File: src/rtl/gamepad_pkg.sv
// Shared types and protocol constants for the serial gamepad scanner.
package gamepad_pkg;

  typedef enum logic [2:0] {
    IDLE,
    SETUP,
    LATCH,
    GAP,
    BIT_HI,
    BIT_LO,
    COMMIT
  } state_t;

  localparam int SETUP_TICKS = 2;
  localparam int LATCH_TICKS = 2;
  localparam int GAP_TICKS   = 1;
  localparam int BITS        = 16;

endpackage

File: src/rtl/gamepad_tick.sv
// Free-running divider: one-cycle tick strobe every DIV+1 clk cycles.
module gamepad_tick #(
  parameter int DIV = 15
) (
  input  logic clk,
  input  logic rst,
  output logic tick
);
  localparam int CW = (DIV > 0) ? $clog2(DIV + 1) : 1;

  logic [CW-1:0] cnt;

  always_ff @(posedge clk or posedge rst) begin
    if (rst) begin
      cnt <= '0;
    end else if (cnt == CW'(DIV)) begin
      cnt <= '0;
    end else begin
      cnt <= cnt + 1'b1;
    end
  end

  assign tick = (cnt == CW'(DIV));

endmodule

File: src/rtl/gamepad.sv
// Serial NES/SNES gamepad scanner: walks every select group, shifts in 16 bits
// per data line into a shadow frame and publishes the whole frame atomically.
module gamepad
  import gamepad_pkg::*;
#(
  parameter int DIV        = 15,
  parameter int SEL_WIDTH  = 1,
  parameter int DATA_WIDTH = 2
) (
  input  logic                                  clk,
  input  logic                                  rst,
  output logic [SEL_WIDTH-1:0]                  gp_sel,
  input  logic [DATA_WIDTH-1:0]                 gp_data,
  output logic                                  gp_latch,
  output logic                                  gp_clk,
  output logic [16*DATA_WIDTH*(2**SEL_WIDTH)-1:0] gp_value,
  input  logic                                  ctrl_run
);
  localparam int WORDS = DATA_WIDTH * (2**SEL_WIDTH);
  localparam int WIW   = (WORDS > 1) ? $clog2(WORDS) : 1;

  logic                        tick;
  logic [DATA_WIDTH-1:0]       data_meta;
  logic [DATA_WIDTH-1:0]       data_sync;
  state_t                      state;
  state_t                      state_n;
  logic [1:0]                  ph_cnt;
  logic [1:0]                  ph_cnt_n;
  logic [3:0]                  bit_cnt;
  logic [3:0]                  bit_cnt_n;
  logic [SEL_WIDTH-1:0]        sel_n;
  logic                        latch_n;
  logic                        pclk_n;
  logic                        sample;
  logic                        commit;
  logic [WORDS-1:0][BITS-1:0]  shadow;

  gamepad_tick #(.DIV(DIV)) u_tick (
    .clk  (clk),
    .rst  (rst),
    .tick (tick)
  );

  // Pad data is asynchronous to clk, so it only enters the design through two flops.
  always_ff @(posedge clk or posedge rst) begin
    if (rst) begin
      data_meta <= '1;
      data_sync <= '1;
    end else begin
      data_meta <= gp_data;
      data_sync <= data_meta;
    end
  end

  always_ff @(posedge clk or posedge rst) begin
    if (rst) begin
      state    <= IDLE;
      ph_cnt   <= '0;
      bit_cnt  <= '0;
      gp_sel   <= '0;
      gp_latch <= 1'b0;
      gp_clk   <= 1'b1;
    end else begin
      state    <= state_n;
      ph_cnt   <= ph_cnt_n;
      bit_cnt  <= bit_cnt_n;
      gp_sel   <= sel_n;
      gp_latch <= latch_n;
      gp_clk   <= pclk_n;
    end
  end

  // Pad lines are computed for the next state so they come straight off flops.
  always_comb begin
    state_n   = state;
    ph_cnt_n  = ph_cnt;
    bit_cnt_n = bit_cnt;
    sel_n     = gp_sel;
    latch_n   = gp_latch;
    pclk_n    = gp_clk;
    sample    = 1'b0;
    commit    = 1'b0;
    if (tick) begin
      case (state)
        IDLE: begin
          if (ctrl_run) begin
            sel_n    = '0;
            state_n  = SETUP;
            ph_cnt_n = '0;
            latch_n  = 1'b0;
            pclk_n   = 1'b1;
          end
        end
        SETUP: begin
          if (ph_cnt == 2'(SETUP_TICKS - 1)) begin
            state_n  = LATCH;
            ph_cnt_n = '0;
            latch_n  = 1'b1;
          end else begin
            ph_cnt_n = ph_cnt + 2'd1;
          end
        end
        LATCH: begin
          if (ph_cnt == 2'(LATCH_TICKS - 1)) begin
            state_n  = GAP;
            ph_cnt_n = '0;
            latch_n  = 1'b0;
          end else begin
            ph_cnt_n = ph_cnt + 2'd1;
          end
        end
        GAP: begin
          if (ph_cnt == 2'(GAP_TICKS - 1)) begin
            state_n   = BIT_HI;
            ph_cnt_n  = '0;
            bit_cnt_n = '0;
          end else begin
            ph_cnt_n = ph_cnt + 2'd1;
          end
        end
        BIT_HI: begin
          sample  = 1'b1;
          state_n = BIT_LO;
          pclk_n  = 1'b0;
        end
        BIT_LO: begin
          pclk_n = 1'b1;
          if (bit_cnt == 4'(BITS - 1)) begin
            if (&gp_sel) begin
              state_n = COMMIT;
            end else begin
              sel_n    = gp_sel + 1'b1;
              state_n  = SETUP;
              ph_cnt_n = '0;
            end
          end else begin
            bit_cnt_n = bit_cnt + 4'd1;
            state_n   = BIT_HI;
          end
        end
        COMMIT: begin
          commit  = 1'b1;
          state_n = IDLE;
        end
        default: state_n = IDLE;
      endcase
    end
  end

  // Buttons are active-low on the wire; the shadow stores 1 = pressed.
  always_ff @(posedge clk or posedge rst) begin
    if (rst) begin
      shadow   <= '0;
      gp_value <= '0;
    end else begin
      if (sample) begin
        for (int d = 0; d < DATA_WIDTH; d++) begin
          shadow[WIW'(int'(gp_sel) * DATA_WIDTH + d)][bit_cnt] <= ~data_sync[d];
        end
      end
      if (commit) begin
        gp_value <= shadow;
      end
    end
  end

endmodule

File: config.mk
export PLATFORM = sky130hd
export DESIGN_NAME = gamepad
export DESIGN_NICKNAME = d
export VERILOG_FILES = /design/src/rtl/gamepad_pkg.sv /design/src/rtl/gamepad_tick.sv /design/src/rtl/gamepad.sv
export SDC_FILE = /design/constraint.sdc
export NUM_CORES = 1
export LEC_CHECK = 0
export ABC_AREA = 1
export BUFFER_PORTS_ARGS = -buffer_cell sky130_fd_sc_hd__buf_2
export CAP_MARGIN = 5
export CORE_UTILIZATION = 40
export CTS_CLUSTER_SIZE = 40
export DETAILED_ROUTE_END_ITERATION = 10
export GPL_TIMING_DRIVEN = 1
export SYNTH_ARGS = -nofsm -noshare
export SYNTH_HDL_FRONTEND = slang
export SYNTH_SLANG_ARGS = --single-unit
File: constraint.sdc
create_clock -name clk -period 7.4 [get_ports clk]
set_clock_uncertainty 0.15 [all_clocks]
set_input_delay 1.48 -clock clk [delete_from_list [all_inputs] [get_ports clk]]
set_output_delay 1.48 -clock clk [all_outputs]
set_load 0.005 [all_outputs]
==> metrics.md <==
| Metric | Value |
|---|---|
| Slew Viols, Final | `0` |
| Post-Route WL | `10900 um` |
| Via density | `4.58` |
| Routed WL per cell | `12.4 um` |
| Number of port buffers | `71` |
| Root buffer cell | `clkbuf_16` |
| Drc violations | `0` |
| Routability cong. | `0.821` |
| Final TNS setup | `0 ns` |
| Area leader, netlist | `dfrtp_1` |
| Dpl hpwl | `7150 um` |
| Sequential share of the synthesized area | `0.623` |
| Worst Path Required | `5.77 ns` |
| Area Overhead vs Synth | `15.3%` |
| CP Cell Sequence | `buf_2` |
| Fmax | `365 MHz` |
| Die Area | `15400 sq um` |
| Synth Flop Type | `dfrtp_1` |
| Total global routing overflow | `0` |
| Final Power | `1.69 mW` |
| Worst Hold Class | `flop to flop` |
| Die height | `124 um` |
| Kind of critical path | `flop to output port` |
| Synth Cell Area | `5950 sq um` |
| First-pass GRT wire length | `18600 um` |
| Clk buf depth | `2` |
| Initial DRT Pass Iterations | `4` |
| Routed vias | `4039` |
| Final Worst Setup Slack | `4.66 ns` |
| Asr flop ratio synth | `1.00` |
| Syn_nets | `664` |
| Synthesis-stage register bit count | `148` |
| Pin count of the biggest net entering global routing | `129` |
| Die span in x | `124 um` |
| Fillers | `1423` |
| Critical path's top delay family | `flip-flops` |
| Htree depth | `4` |
| Power Dens Cells | `246 nW/um^2` |
| Initial Util | `0.410` |
| Actual slew at the worst max-slew pin | `1.17 ns` |
| Max_cap viols | `0` |
| CTS tree | `yes` |
| Ant diodes | `0` |
| Final Hold Viols | `0` |
| DP Cell Count | `850` |
| Initial antenna violation count | `0` |
| Dpl ws | `4.11 ns` |
| Rel. slew slack | `0.217` |
| Cells after Synth | `650` |
| Post-CTS Setup Bufs | `0` |
| FP Rows | `44` |
| CP peak stage delay | `0.52 ns` |
| CP endpoint kind | `output port` |
| Crit start category | `flop` |
| Synth warnings | `0` |
| Area contributors post-synth | `dfrtp_1 (60%), nand2_1 (12%), inv_1 (5.7%), o21ai_1 (5.0%), nand3_1 (3.9%)` |
| Vias in the first global route | `3987` |
| Final setup vio count | `0` |
| Antenna viol nets, final | `0` |
| Num CTS Buffers | `17` |
| Clock Sink Count | `148` |
| Post-CTS Resized | `0` |
| WP buf/inv | `1` |
| Clk_lat worst skew | `0.42 ns` |
| CP Max Fanout | `8` |
| All-Layer GR Usage | `0.159` |
| Clock Pin Slew Worst Setup and Hold Paths | `0.06 ns` |
| Fin crit share | `0.370` |
| RSZ-0062 raised after global routing | `no` |
| Top cell type's share of synthesized area | `0.601` |
| Status | `completed` |
| Non-Filler Instances | `882` |
| Nets@finish | `699` |
| Post-synthesis cell type count | `22` |
| Starting DRT DRC Count | `240` |
| Peak supply drop | `0.155 mV` |
| Hold Buf Count CTS | `0` |
| Min Tclk post-route | `2.74 ns` |
| Synthesized area per cell | `9.16 sq um` |
| Core Area | `14500 sq um` |
| Synth cell count leaders | `nand2_1 (185), dfrtp_1 (143), inv_1 (91)` |
| Crit-path slowest cell | `dfrtp_1` |
| WP data arrival | `1.11 ns` |
| Num ports | `72` |
| Fraction of layout cells with a size suffix above 1 | `0.175` |
| Post-synth EDFFs | `0` |
| Leakage power | `3.54 nW` |
| Count leader, synth | `nand2_1` |
-- power by group --
| part | total (mW) | internal, mW | leakage [nW] | switching, mW |
|---|---|---|---|---|
| clock network | 0.822 | 0.472 | 0.275 | 0.350 |
| logic | 0.0455 | 0.0104 | 1.22 | 0.0351 |
| registers | 0.823 | 0.815 | 2.04 | 0.00761 |
-- path summary, 6_finish.rpt --
path                       cells after the start           end           from  slack (ns)
setup / recovery                               1        gp_sel         gp_sel        4.66
hold / removal                                 0  data_sync[0]   data_meta[0]        0.20
setup reg to reg                               5  gp_value[37]  u_tick.cnt[0]        4.90
hold reg to reg                                0  data_sync[0]   data_meta[0]        0.20
max in group asynchronous                      3    bit_cnt[1]            rst        4.68
min in group asynchronous                      2  gp_value[47]            rst        0.99
-- sequential cells by signal, summed over array words and instances, names as in the netlist --
register    flops
gp_value       64
data_sync       2
gp_sel          1
ph_cnt          2
u_tick.cnt      4
state           3
gp_latch        1
bit_cnt         4
data_meta       2
shadow         64
gp_clk          1
-- through the flow --
step	util	area, sq um	hold WS (ns)
after global placement	0.433	6300	0.197
after CTS	0.472	6870	0.204
after global routing	0.472	6870	0.207
after detailed placement	0.433	6300	0.197
after floorplan	-	5950	0.195
final	0.472	6870	0.202
-- logic make-up (layout without fill, tap and decap cells) --
kind of cell / after synthesis / in the layout / share of synthesized area
buffers and inverters: 150 / 198 / 0.104
AND/OR/NAND/NOR: 259 / 259 / 0.182
flip-flops: 148 / 148 / 0.623
XOR/XNOR: 2 / 2 / 0.00294
AO/OA/AOI/OAI: 82 / 82 / 0.0690
adder cells (fa/ha/maj): 9 / 9 / 0.0189
-- layer usage --
metal,vias to the layer above,global-route usage,part of all wire
met5,-,0,0
met4,0,0.0677,0.012
met3,11,0.0449,0.040
met2,85,0.247,0.47
met1,1881,0.209,0.48
li1,2062,-,-
-- placed cells by master (no fill, tap or decap) --
cell type   instances
dfstp_2             5
or2_2               1
clkinv_2            1
nor2_2              6
a21oi_1             4
buf_2              71
dfrtp_1           143
buf_4               2
nand2_1           185
inv_6               8
nor4_4              1
clkbuf_16          17
xor2_1              2
inv_2               2
inv_1              90
nand4_1             4
ha_1                9
o21ai_1            60
clkinvlp_4          2
nand3_2             1
and3_1              1
bufinv_16           1
nor2_4              1
clkbuf_1            1
nand3_1            46
clkinv_4            2
nor2_1             13
o21ai_0            18
inv_8               1
-- area by class of cell --
| class | count | area (sq um) | share of cell area |
|---|---|---|---|
| multi-input cells | 352 | 1630 | 0.238 |
| flip-flops and latches | 148 | 3710 | 0.540 |
| inverters | 93 | 354 | 0.0516 |
| clock buffers | 18 | 429 | 0.0625 |
| repair buffers | 73 | 370 | 0.0539 |
| clock inverters | 14 | 140 | 0.0204 |
| well taps | 184 | 230 | 0.0335 |
Note: power is estimated with default switching activity, not from simulation.
